### src/rtl/spi_slave_core.sv
// spi_slave_core
// SPI mode 0 (CPOL=0, CPHA=0) slave shift engine, MSB first. Its inputs are
// SCLK, MOSI and CS_n after they have been synchronized to clk_i. It
// exchanges whole frames with host logic through a single-entry TX holding
// buffer and a one-cycle RX strobe.
//
// Ports
//   clk_i         system clock; all state changes on its rising edge
//   rst_i         asynchronous active-high reset
//   sclk_sync_i   synchronized SCLK
//   mosi_sync_i   synchronized MOSI
//   cs_n_sync_i   synchronized active-low chip select
//   miso_o        serial data out (0 while deselected)
//   miso_oe_o     pad output-enable, high while selected
//   tx_data_i     next frame to transmit
//   tx_valid_i    write strobe for tx_data_i
//   tx_ready_o    holding buffer is empty
//   rx_data_o     last completed received frame
//   rx_valid_o    one-cycle pulse when rx_data_o has been updated
//   tx_underrun_o one-cycle pulse when a frame loads from an empty buffer
//   busy_o        high while a chip-select window is active
module spi_slave_core #(
  parameter int WIDTH = 8
) (
  input  logic             clk_i,
  input  logic             rst_i,
  input  logic             sclk_sync_i,
  input  logic             mosi_sync_i,
  input  logic             cs_n_sync_i,
  output logic             miso_o,
  output logic             miso_oe_o,
  input  logic [WIDTH-1:0] tx_data_i,
  input  logic             tx_valid_i,
  output logic             tx_ready_o,
  output logic [WIDTH-1:0] rx_data_o,
  output logic             rx_valid_o,
  output logic             tx_underrun_o,
  output logic             busy_o
);

  localparam int CNT_W = (WIDTH > 2) ? $clog2(WIDTH) : 1;

  typedef enum logic {IDLE, ACTIVE} state_t;

  state_t             state_q, state_d;
  logic               sclk_q, cs_q;
  logic [CNT_W-1:0]   bit_cnt_q, bit_cnt_d;
  logic [WIDTH-1:0]   rx_shift_q, rx_shift_d;
  logic [WIDTH-1:0]   tx_shift_q, tx_shift_d;
  logic [WIDTH-1:0]   buf_q, buf_d;
  logic               buf_full_q, buf_full_d;
  logic               reload_q, reload_d;
  logic [WIDTH-1:0]   rx_data_q, rx_data_d;
  logic               rx_valid_q, rx_valid_d;
  logic               underrun_q, underrun_d;

  logic               sclk_rise, sclk_fall, cs_fall;
  logic               load;
  logic [WIDTH-1:0]   rx_next;

  assign sclk_rise = sclk_sync_i & ~sclk_q;
  assign sclk_fall = ~sclk_sync_i & sclk_q;
  assign cs_fall   = ~cs_n_sync_i & cs_q;
  assign rx_next   = {rx_shift_q[WIDTH-2:0], mosi_sync_i};

  // State register.
  always_ff @(posedge clk_i or posedge rst_i) begin
    if (rst_i) state_q <= IDLE;
    else       state_q <= state_d;
  end

  // Next state: a falling chip select opens a frame window, a high chip
  // select closes it from anywhere inside the window.
  always_comb begin
    state_d = state_q;
    case (state_q)
      IDLE:    if (cs_fall)     state_d = ACTIVE;
      ACTIVE:  if (cs_n_sync_i) state_d = IDLE;
      default: state_d = IDLE;
    endcase
  end

  // Outputs decoded from state; MISO is forced low while deselected.
  always_comb begin
    miso_oe_o = 1'b0;
    miso_o    = 1'b0;
    busy_o    = 1'b0;
    if (state_q == ACTIVE) begin
      miso_oe_o = 1'b1;
      miso_o    = tx_shift_q[WIDTH-1];
      busy_o    = 1'b1;
    end
  end

  // Datapath next-state. A frame load happens on chip-select fall and on the
  // SCLK fall that follows the last rising edge of a frame. The load looks
  // at the buffer state before any same-cycle write, so a write into an
  // empty buffer during a load waits in the buffer for the following frame.
  always_comb begin
    bit_cnt_d  = bit_cnt_q;
    rx_shift_d = rx_shift_q;
    tx_shift_d = tx_shift_q;
    buf_d      = buf_q;
    buf_full_d = buf_full_q;
    reload_d   = reload_q;
    rx_data_d  = rx_data_q;
    rx_valid_d = 1'b0;
    underrun_d = 1'b0;
    load       = 1'b0;

    case (state_q)
      IDLE: begin
        if (cs_fall) begin
          load      = 1'b1;
          bit_cnt_d = '0;
          reload_d  = 1'b0;
        end
      end
      ACTIVE: begin
        if (cs_n_sync_i) begin
          bit_cnt_d = '0;
          reload_d  = 1'b0;
        end else begin
          if (sclk_rise) begin
            rx_shift_d = rx_next;
            if (bit_cnt_q == CNT_W'(WIDTH - 1)) begin
              rx_data_d  = rx_next;
              rx_valid_d = 1'b1;
              bit_cnt_d  = '0;
              reload_d   = 1'b1;
            end else begin
              bit_cnt_d = bit_cnt_q + CNT_W'(1);
            end
          end
          if (sclk_fall) begin
            if (reload_q) begin
              load     = 1'b1;
              reload_d = 1'b0;
            end else begin
              tx_shift_d = {tx_shift_q[WIDTH-2:0], 1'b0};
            end
          end
        end
      end
      default: ;
    endcase

    if (load) begin
      tx_shift_d = buf_full_q ? buf_q : '0;
      underrun_d = ~buf_full_q;
    end

    if (buf_full_q) begin
      if (load) buf_full_d = 1'b0;
    end else if (tx_valid_i) begin
      buf_d      = tx_data_i;
      buf_full_d = 1'b1;
    end
  end

  // Datapath registers, including the registered SCLK/CS copies used for
  // edge detection.
  always_ff @(posedge clk_i or posedge rst_i) begin
    if (rst_i) begin
      sclk_q     <= 1'b0;
      cs_q       <= 1'b1;
      bit_cnt_q  <= '0;
      rx_shift_q <= '0;
      tx_shift_q <= '0;
      buf_q      <= '0;
      buf_full_q <= 1'b0;
      reload_q   <= 1'b0;
      rx_data_q  <= '0;
      rx_valid_q <= 1'b0;
      underrun_q <= 1'b0;
    end else begin
      sclk_q     <= sclk_sync_i;
      cs_q       <= cs_n_sync_i;
      bit_cnt_q  <= bit_cnt_d;
      rx_shift_q <= rx_shift_d;
      tx_shift_q <= tx_shift_d;
      buf_q      <= buf_d;
      buf_full_q <= buf_full_d;
      reload_q   <= reload_d;
      rx_data_q  <= rx_data_d;
      rx_valid_q <= rx_valid_d;
      underrun_q <= underrun_d;
    end
  end

  assign tx_ready_o    = ~buf_full_q;
  assign rx_data_o     = rx_data_q;
  assign rx_valid_o    = rx_valid_q;
  assign tx_underrun_o = underrun_q;

endmodule
### config.mk
export PLATFORM = sky130hd
export DESIGN_NAME = spi_slave_core
export DESIGN_NICKNAME = d
export VERILOG_FILES = /design/src/rtl/spi_slave_core.sv
export SDC_FILE = /design/constraint.sdc
export NUM_CORES = 1
export LEC_CHECK = 0
export ABC_AREA = 1
export CELL_PAD_IN_SITES_DETAIL_PLACEMENT = 0
export CELL_PAD_IN_SITES_GLOBAL_PLACEMENT = 1
export CORE_UTILIZATION = 40
export DETAILED_ROUTE_END_ITERATION = 16
export DONT_BUFFER_PORTS = 1
export HOLD_SLACK_MARGIN = 0.02
export PLACE_DENSITY = 0.77
export SYNTH_ARGS = -nofsm -noshare
export SYNTH_HDL_FRONTEND = slang
export SYNTH_SLANG_ARGS = --single-unit
### constraint.sdc
create_clock -name clk_i -period 1.3 [get_ports clk_i]
set_input_delay 0.13 -clock clk_i [delete_from_list [all_inputs] [get_ports clk_i]]
set_output_delay 0.13 -clock clk_i [all_outputs]
set_load 0.005 [all_outputs]
# Yosys cells after proc, flatten, opt, wreduce, memory -nomap -nowiden
# Index checks and enable logic that the tools add are counted.
# op_classes
eq_ne	5
addsub	1
bitwise_logic	8
reduce_logical	7
n_mux	35
# op_table
op	count
2-to-1 mux 8 bit	6
2-to-1 mux 1 bit	21
2-to-1 mux 3 bit	4
AND reduction 4 bit	2
one-hot mux 1 bit (2 select lines)	3
one-hot mux 3 bit (2 select lines)	1
inverter 1 bit	5
!= test 2 x 1 -> 1 bit, second input constant	2
AND reduction 2 bit	2
nonzero test 2 bit	2
adder 3 x 1 -> 3 bit, second input constant	1
bitwise AND 1 bit	3
equality test 3 bit, second input constant	1
!= test 3 x 2 -> 1 bit, second input constant	1
AND reduction 3 bit	1
!= test 2 bit, second input constant	1
# word_totals
reg_bits	41
word_cells	68
output_inout_bits	14
in_bits	14

# Depth between registers and ports, before layout
# Gate-level depths: netlist of run 1.
# logic_depth
depth_word	7
mapped_depth	8
ltp_nobuf	8

# Least setup slack after synthesis of run 1
# OpenSTA, ideal clock, no wires.
# synth_path
path_type	reg-to-reg
startpoint	reg bit_cnt_q[0]
endpoint	reg rx_data_q[7], in the netlist rx_data_o[7]
n_path_buf	1
t_arrival_ns	1.207
path_stages_with_launch	7
setup_slack_ns	-0.033
cell_sequence	dfrtp_1 > ha_1 > ha_1 > nand2_2 > nor3_4 > buf_6 > o21ai_0
# synth_via
elab_chain_cells	2
# synth_rtl
item	line	text
start, declared	47	logic [CNT_W-1:0] bit_cnt_q, bit_cnt_d;
start signal, assigned	179	bit_cnt_q <= bit_cnt_d;
equality test 3 bit	126	if (bit_cnt_q == CNT_W'(WIDTH - 1)) begin
AND reduction 4 bit (no source line)	--	
end signal, assigned	185	rx_data_q <= rx_data_d;
end, declared	53	logic [WIDTH-1:0] rx_data_q, rx_data_d;
# Every way passes these cells.
# A chain may end at the register's enable or synchronous reset.

# Final worst setup path of run 1
# layout_path
startpoint	reg bit_cnt_q[0]
endpoint	reg rx_data_q[1], in the netlist rx_data_o[1]
# Same word-level chain as after synthesis.

==> impl_results.md, run 1 <==
- Ys flop type: dfrtp_1
- Placer Congestion: 0.752
- Num ports: 28
- Crit path time final: 1.30 ns
- Max Fanout on Critical Path: 17
- CP peak stage delay: 0.36 ns
- Crit path kind: reg -> reg
- Cell Chain, Critical Path: ha_2 > ha_4 > nand2_4 > nor3_4 > buf_12 > nor2_1 > a21oi_1
- Cts bufs inserted: 5
- Max Root-Sink Buffers: 2
- DR vias: about 1300
- Seq cells post-synth: ~40
- Cts hold-fix bufs: 11
- Final #Nets: 236
- Placement row count: 24
- Largest net degree at the start of global routing: 29
- Routed WL: 3430 um
- Yosys Warn Count: 0
- Crit-path leading delay family: flip-flops
- Fin worst setup slack: 0.00139 ns
- HPWL after DPL: roughly 2300 um
- DR top layer: met4
- Initial drt markers: 52
- Worst-skew pair later-pin latency: 0.30 ns
- CP Buf/Inv Count: 1
- CTS H-tree lvls: 2
- Failing checks: negative hold slack
- Worst VDD drop: 0.697 mV
- Non-Filler Instances: 273
- Reg2Reg Launch Point: bit_cnt_q[0]
- Status: complete, but fails checks
- Initial Util: 0.419
- WHS: -0.177 ns
- Normalized max-slew margin: 0.764
- Initial antenna violation count: 0
- Clock sink total: 41
- CTS tree: built
- Die height: 69.5 um
- Drt first pass iters: 4
- Area share of the largest cell type after synthesis: 0.549
- Worst endpoint required time: 1.53 ns
- DIE WIDTH: 69.5 um
- Share of layout cells above drive strength 1: 0.294
- Ant. Diodes: 0
- WL met3: 167 um
- Clk slew on worst S/H paths: 0.08 ns
- Syn_area_per_cell: 9.40 um2
- Cells after DPL: 253
- Setup WS pre-CTS: 0.00472 ns
- Worst Max-Slew Pin Slew: roughly 0.35 ns
- Routed Antenna Nets: 0
- Pwr Density: between 1500 and 2000 nW/um2
- Met1 Routed Length: 1720 um
- First-pass GRT wire length: 6010 um
- RSZ-0062 raised after global routing: yes
- Final setup viols: 0
- Met2 WL: roughly 1500 um
- WL per Instance: 12.6 um
- Vias in the first global route: ~1300
- Sequential fraction of the synthesis area: 0.563
- Fin. Hold Viols: 1
- Ranking of synthesized cells by area: dfrtp_1, nand2_1, mux2_2, inv_1, nand3_1
- Count of cell types in the netlist: 23
- Startpoint types: flip-flop
- Fin. max-slew vios: 0
- Syn Inst Count: between 150 and 200
- GRT Overall Usage: 0.163
- Core Area: 4350 um2
- Post-route clock period utilization: 0.999
- # Max-Cap Violations: 0
- CP arrival: 1.53 ns
- Critical Path Start: bit_cnt_q[0]
- Crit end category: flip-flop
- Die area: 4830 um2
- P&R area growth vs syn: 26.5%
- LEAKAGE: 1.18 nW
- HP Start: cs_n_sync_i
- Slowest-stage cell, CP: dfrtp_1
- EDFF count, synth: 0
- Postcts setup bufs: 0
- Post-synth top area cell: dfrtp_1
- IO Port Bufs: 0
- Post-route DRC violation count: 0
- Worst min-delay path class: in -> reg
- Global route overflow: 0
- Root buf cell: clkbuf_8
- Mapped Nets: 210
- Area of the mapped netlist: between 1500 and 2000 um2
- Vias per inst: 4.75
- Clk_skew: 0.00863 ns
- Async set-reset flop share out of synthesis: 1.00
- Max Freq: 0.770 GHz
==> worst paths after layout <==
| check | to | slack, ns | cells past startpoint |
|---|---|---|---|
| worst max-delay path | rx_data_o[1] | 0.001 | 7 |
| worst min-delay path | cs_q | -0.18 | 0 |
| worst max register to register | rx_data_o[1] | 0.001 | 7 |
| worst min register to register | tx_shift_q[7] | 0.48 | 2 |
| max in group asynchronous | buf_q[4] | 0.64 | 3 |
| min in group asynchronous | tx_shift_q[1] | 0.32 | 3 |
==> per-stage QoR <==
stage / TNS (ns) / power (mW) / cell area, um2 / utilization
after floorplan: -0.0507 / 2.35 / 1840 / -
after global placement: 0 / 2.51 / 1970 / 0.453
after detailed placement: 0 / 2.54 / 1970 / 0.453
after CTS: -0.0280 / 3.49 / 2190 / 0.503
after global routing: -0.700 / 3.80 / 2310 / 0.530
final: 0 / 3.55 / 2310 / 0.530
==> Yosys cell counts, types with 2 or more instances <==
cell type,n
o21ai_0,10
a21oi_1,7
nor2_1,7
mux2_2,8
inv_1,23
a22o_1,3
dfrtp_1,40
nand3_1,10
nor2_4,3
inv_2,3
nand2_2,4
ha_1,2
nand2_1,63
nand3_2,2
==> layout by cell type (no fill, tap or decap) <==
| master | n |
|---|---|
| nand2_2 | 12 |
| ha_2 | 1 |
| dlygate4sd3_1 | 11 |
| clkbuf_8 | 7 |
| clkinv_2 | 1 |
| nand3_1 | 3 |
| buf_6 | 2 |
| nor2_1 | 6 |
| nor3_4 | 1 |
| o21ai_2 | 1 |
| nor2_2 | 1 |
| a21oi_1 | 7 |
| buf_4 | 8 |
| mux2_2 | 8 |
| nand3_4 | 4 |
| nand2_4 | 2 |
| nand3_2 | 6 |
| o21ai_0 | 10 |
| inv_8 | 1 |
| dfstp_2 | 1 |
| inv_2 | 2 |
| nor2_4 | 3 |
| ha_4 | 1 |
| buf_12 | 1 |
| nand2_1 | 54 |
| inv_1 | 22 |
| a22o_1 | 3 |
| nand2_8 | 1 |
| dfrtp_1 | 40 |
| inv_4 | 1 |
==> state kept, by name, indices dropped and copies added, names as in the netlist <==
name / flops
buf_q: 8
tx_shift_q: 8
cs_q: 1
rx_shift_q: 7
tx_underrun_o: 1
reload_q: 1
rx_valid_o: 1
rx_data_o: 8
state_q: 1
bit_cnt_q: 3
sclk_q: 1
buf_full_q: 1
==> layout make-up <==
cell class	count	area (um2)
timing repair buffer	22	213
multi-input combinational	124	795
fill	395	2050
inverter	26	108
clock inverter	1	5.00
clock buffer	7	96.3
sequential	41	1030
tap	52	65.1
==> power by group <==
group          switching, mW  internal, mW
Combinational          0.445         0.391
Sequential             0.190          1.60
Clock                  0.441         0.480
==> metal layers <==
layer	vias to the layer above	track usage
li1	662	-
met1	603	0.226
met2	25	0.228
met3	7	0.0480
met4	0	0.0884
met5	-	0
==> cells by family (layout without fill, tap and decap cells) <==
kind of cell    Yosys count  count (layout)  share of synthesized area
simple gates             92              93                      0.239
flops                    41              41                      0.563
buf+inv                  30              56                     0.0686
compound gates           21              21                     0.0658
mux                       8               8                     0.0494
fa+ha+maj                 2               2                     0.0137
==> what timing repair did <==
action / CTS / global route
cloned: 0 / 1
gates resized for setup: 1 / 29
setup endpoints to repair: 6 / 15
pin swaps: 1 / 17
endpoints found under the hold margin: 53 / 1
==> worst register-to-register path, stage by stage, from the launching register on <==
cell and delay, ns:
dfrtp_1 0.36, ha_2 0.20, ha_4 0.15, nand2_4 0.05
nor3_4 0.15, buf_12 0.17, nor2_1 0.05, a21oi_1 0.11
Power figures use the tool's default switching activity.
==> run 2: changes to the inputs <==
PLACE_DENSITY = unset   (was 0.77)
PLACE_DENSITY_LB_ADDON = 0.12   (was unset)
==> run 2 against run 1 <==
  * The flow finishes with violations (negative setup slack)
  * Clock power up 14%
  * Combinational power is 0.7% higher
  * Register-to-register slack lost 0.03 ns
  * Fmax down 2.1%
==> impl_results.md, run 2 (synthesis gave the netlist of run 1 again) <==
- Status: complete, but fails checks
- Failing checks: negative setup slack
- Post-route clock period utilization: 1.02 (+0.0218)
- Fin. max-slew vios: 0 (unchanged)
- Die height: 69.5 um (unchanged)
- Routed WL: 3570 um (+3.8%)
- Fin Setup TNS: -0.103 ns (-0.103 ns)
- Worst VDD drop: 0.837 mV (+20%)
- CTS tree: built
- Max Root-Sink Buffers: 2 (unchanged)
- Area taken by multi-input logic gates: 787 um2 (-0.94%)
- WL per Instance: 12.9 um (+2.7%)
- Worst min-delay path class: in -> reg
- Non-Filler Instances: 276 (+1.1%)
- Crit path time final: 1.33 ns (+0.0283 ns)
- Initial Util: 0.419 (unchanged)
- R2r worst-path depth: 7 (unchanged)
- Cts bufs inserted: 5 (unchanged)
- Crit-path leading delay family: flip-flops
- Clk_skew: 0.00917 ns (+0.000534 ns)
- Hold depth: 2 (+2)
- GRT Overall Usage: 0.155 (-0.00746)
- Share of layout cells above drive strength 1: 0.290 (-0.00394)
- Ant. Diodes: 0 (unchanged)
- Filler cells: 404 (+2.3%)
- Placement row count: 24 (unchanged)
- CP Buf/Inv Count: 1 (unchanged)
- Crit end category: flip-flop
- Max Fanout on Critical Path: 17 (unchanged)
- Global route overflow: 0 (unchanged)
- Fin. Hold Viols: 0 (-1)
- Normalized max-slew margin: 0.688 (-0.0764)
- First-pass GRT wire length: 5920 um (-1.5%)
- Vias per inst: 4.79 (+0.74%)
- RSZ-0062 raised after global routing: yes
- Final setup viols: 7 (+7)
- Storage element area: 1030 um2 (unchanged)
- Vias in the first global route: 1319 (+3.6%)
- Startpoint types: flip-flop
- Core Area: 4350 um2 (unchanged)
- Tot Pwr: 3.67 mW (+3.5%)
- DIE WIDTH: 69.5 um (unchanged)
- P&R area growth vs syn: 29.4%
- DR vias: 1321 (+1.9%)
- Largest net degree at the start of global routing: 23 (-21%)
- Commonest non-fill, non-tap cell in the layout: nand2_1
- Initial antenna violation count: 0 (unchanged)
- Worst endpoint required time: 1.51 ns (-0.02 ns)
- CP arrival: 1.53 ns (about the same)
- CP peak stage delay: 0.37 ns (about the same)
- Slowest-stage cell, CP: dfrtp_1
- Max Freq: 0.754 GHz (-2.1%)
- CP Depth: 7 (unchanged)
- # Max-Cap Violations: 0 (unchanged)
- Cells after DPL: 254 (+0.40%)
- Drt first pass iters: 4 (unchanged)
- Die area: 4830 um2 (unchanged)
- Post-route DRC violation count: 0 (unchanged)
- LEAKAGE: 1.21 nW (+2.3%)
- HPWL after DPL: 2430 um (+6.5%)
- CTS H-tree lvls: 2 (unchanged)
- Root buf cell: clkbuf_8
- Final #Nets: 239 (+1.3%)
- Clk slew on worst S/H paths: 0.08 ns (about the same)
- Clock sink total: 41 (unchanged)
- Worst Max-Slew Pin Slew: 0.468 ns (+0.118 ns)
- IO Port Bufs: 0 (unchanged)
- Most frequent cells in the layout: nand2_1, dfrtp_1, inv_1
- WHS: 0.0436 ns (+0.220 ns)
- Pwr Density: 1560 nW/um2 (+1.2%)
- Crit path kind: reg -> reg
- Fin worst setup slack: -0.0270 ns (-0.0283 ns)
- Routed Antenna Nets: 0 (unchanged)
- Num ports: 28 (unchanged)
- Worst-skew pair later-pin latency: 0.29 ns (about the same)
- Placer Congestion: 0.746 (-0.71%)
- Initial drt markers: 70 (+35%)
- Cell Chain, Critical Path: ha_2 > ha_4 > nand2_4 > nor3_4 > buf_12 > nor2_1 > a21oi_1
==> run 2: layer usage <==
metal,share of wire,track usage
met2,0.49,0.228
met4,0.013,0.0748
met3,0.040,0.0407
met5,0,0
met1,0.46,0.214
==> run 2: path summary, 6_finish.rpt <==
| kind | slack [ns] | start | end |
|---|---|---|---|
| worst min register to register | 0.49 | rx_shift_q[3] | rx_shift_q[3] |
| worst max-delay path | -0.03 | bit_cnt_q[1] | rx_data_o[6] |
| min in group asynchronous | 0.29 | rst_i | rx_data_o[1] |
| worst min-delay path | 0.04 | cs_n_sync_i | rx_valid_o |
| worst max register to register | -0.03 | bit_cnt_q[1] | rx_data_o[6] |
| max in group asynchronous | 0.46 | rst_i | cs_q |
==> run 2: power by group <==
group	internal (mW)	switching, mW
Sequential	1.60	0.184
Combinational	0.394	0.447
Clock	0.626	0.419
Total	2.62	1.05
==> run 2: through the flow <==
| step | utilization | setup slack [ns] | area, um2 |
|---|---|---|---|
| 6_report | 0.542 | -0.0270 | 2360 |
| 5_1_grt | 0.542 | -0.141 | 2360 |
| 4_1_cts | 0.515 | -0.0483 | 2240 |
| 3_5_place_dp | 0.460 | -0.0124 | 2000 |
| 3_3_place_gp | 0.460 | 0.0507 | 2000 |
| 2_1_floorplan | - | -0.0162 | 1840 |
==> run 2: area by class of cell <==
| class | instances | share of cell area |
|---|---|---|
| Sequential cell | 41 | 0.435 |
| Inverter | 26 | 0.0466 |
| Timing Repair Buffer | 25 | 0.108 |
| Clock buffer | 7 | 0.0366 |
| Tap cell | 52 | 0.0276 |
| Multi-Input combinational cell | 124 | 0.333 |
| Clock inverter | 1 | 0.0127 |
==> run 2: what timing repair did <==
| item | in CTS | in global routing |
|---|---|---|
| pin swaps | 0 | 13 |
| buffers inserted | 0 | 1 |
| hold endpoints to repair | 21 | 0 |
| endpoints found under the setup margin | 7 | 15 |
| gates cloned | 0 | 1 |
| gates resized for setup | 0 | 27 |
| hold buffers | 12 | 0 |
==> run 3: changes to the inputs <==
SKIP_LAST_GASP = 1   (was unset)
==> run 3 against run 2 <==
  * The run still ends with negative setup slack left
  * Core utilization fell by 0.29 points
  * Register-to-register slack barely moved
  * First-iteration DRC count fell by 21%
  * Clock skew rose by 0.00089 ns
  * Die area did not move
  * Sequential power barely moved
  * Critical path depth did not move
==> impl_results.md, run 3 (synthesis gave the netlist of run 1 again) <==
- Status: complete, but fails checks
- Failing checks: negative setup slack
- Fin worst setup slack: -0.0305 ns (-0.00355 ns)
- Largest net degree at the start of global routing: 23 (unchanged)
- Clk slew on worst S/H paths: 0.08 ns (about the same)
- Die height: 69.5 um (unchanged)
- HPWL after DPL: 2430 um (unchanged)
- RR Endpoint: rx_data_o[6]
- Ant. Diodes: 0 (unchanged)
- Max Fanout on Critical Path: 17 (unchanged)
- Commonest non-fill, non-tap cell in the layout: nand2_1
- Routed Antenna Nets: 0 (unchanged)
- Fin Setup TNS: -0.117 ns (-0.0137 ns)
- LEAKAGE: 1.20 nW (-1.0%)
- Fin. Hold Viols: 0 (unchanged)
- Num ports: 28 (unchanged)
- Die area: 4830 um2 (unchanged)
- Cells after DPL: 254 (unchanged)
- Placer Congestion: 0.746 (unchanged)
- Max Root-Sink Buffers: 2 (unchanged)
- Final #Nets: 239 (unchanged)
- Worst VDD drop: 0.833 mV (-0.47%)
- Clock sink total: 41 (unchanged)
- Initial Util: 0.419 (unchanged)
- Fin. max-slew vios: 0 (unchanged)
- Critical Path Start: bit_cnt_q[1]
- Cts bufs inserted: 5 (unchanged)
- Pwr Density: 1560 nW/um2 (+0.27%)
- Post-route DRC violation count: 0 (unchanged)
- Worst-skew pair later-pin latency: 0.29 ns (about the same)
- GRT Overall Usage: 0.155 (unchanged)
- DR vias: 1316 (-0.38%)
- Global route overflow: 0 (unchanged)
- Initial drt markers: 55 (-21%)
- IO Port Bufs: 0 (unchanged)
- Placement row count: 24 (unchanged)
- CTS tree: built
- FF-to-FF setup slack: -0.03 ns (about the same)
- # Max-Cap Violations: 0 (unchanged)
- Worst endpoint required time: 1.51 ns (about the same)
- Non-Filler Instances: 276 (unchanged)
- Normalized max-slew margin: 0.688 (about the same)
- Post-route clock period utilization: 1.02 (+0.00273)
- RSZ-0062 raised after global routing: yes
- P&R area growth vs syn: 28.7%
- First-pass GRT wire length: 5920 um (unchanged)
- Clk_skew: 0.0101 ns (+0.000887 ns)
- Tot Pwr: 3.66 mW (-0.26%)
- Reg2Reg Launch Point: bit_cnt_q[1]
- Startpoint types: flip-flop
- Core Area: 4350 um2 (unchanged)
- Root buf cell: clkbuf_8
- Worst min-delay path class: in -> reg
- R2r worst-path depth: 7 (unchanged)
- Crit path time final: 1.33 ns (+0.00355 ns)
- Initial antenna violation count: 0 (unchanged)
- Vias per inst: 4.77 (-0.38%)
- Most frequent cells in the layout: nand2_1, dfrtp_1, inv_1
- WL per Instance: 12.8 um (-0.70%)
- Routed WL: 3540 um (-0.70%)
- CP arrival: 1.54 ns (about the same)
- Worst Max-Slew Pin Slew: 0.468 ns (+0.000279 ns)
- CTS H-tree lvls: 2 (unchanged)
- Vias in the first global route: 1319 (unchanged)
- Final setup viols: 7 (unchanged)
- Critical Path End: rx_data_o[6]
- Max Freq: 0.752 GHz (-0.27%)
- Share of layout cells above drive strength 1: 0.281 (-0.00893)
- Drt first pass iters: 4 (unchanged)
- Crit end category: flip-flop
- Crit path kind: reg -> reg
- DIE WIDTH: 69.5 um (unchanged)
run 3: how the worst min path moves through the flow:
stage / cells after the start / endpoint / slack [ns] / startpoint
floorplan: 0 / cs_q / 0.13 / cs_n_sync_i
global placement: 1 / rx_shift_q[3] / 0.05 / rst_i
detailed placement: 1 / rx_shift_q[3] / 0.07 / rst_i
CTS: 2 / rx_valid_o / 0.03 / cs_n_sync_i
global route: 2 / rx_valid_o / 0.03 / cs_n_sync_i
finish: 2 / rx_valid_o / 0.04 / cs_n_sync_i
run 3: power breakdown:
group,switching [mW],internal (mW)
registers,0.181,1.60
clock network,0.421,0.626
logic,0.442,0.390
run 3: stage by stage:
step / util / setup WS (ns) / hold slack (ns) / area [um2]
5_1_grt: 0.539 / -0.145 / 0.0321 / 2350
6_report: 0.539 / -0.0305 / 0.0429 / 2350
3_3_place_gp: 0.460 / 0.0507 / 0.0537 / 2000
3_5_place_dp: 0.460 / -0.0124 / 0.0710 / 2000
4_1_cts: 0.515 / -0.0483 / 0.0310 / 2240
2_1_floorplan: - / -0.0162 / 0.134 / 1840
run 3: layer usage:
metal  track usage  part of all wire  vias up
li1              -                 -      667
met5             0                 0        -
met2         0.228              0.48       22
met4        0.0748             0.013        0
met3        0.0407             0.039        4
met1         0.214              0.46      623
run 3: area by class of cell:
class                   instances  area (um2)
clock buffers                   7        86.3
flip-flops and latches         41        1030
multi-input cells             124         774
inverters                      26         110
well taps                      52        65.1
clock inverters                 1        30.0
repair buffers                 25         255
fillers                       402        2010
run 3: worst max-delay path: stages, from the launching register on:
cell and delay [ns]:
dfrtp_1 0.37, ha_2 0.19, ha_4 0.14, nand2_2 0.06, nor3_4 0.16, buf_12 0.17, nor2_1 0.04, a21oi_1 0.11
run 3: what timing repair did:
action                                 4_1_cts  5_1_grt
gates resized for setup                      0       24
endpoints found under the hold margin       21        0
hold buffers                                12        0
setup endpoints to repair                    7       15
setup buffers                                0        1
gates cloned                                 0        1
pin swaps                                    0       12
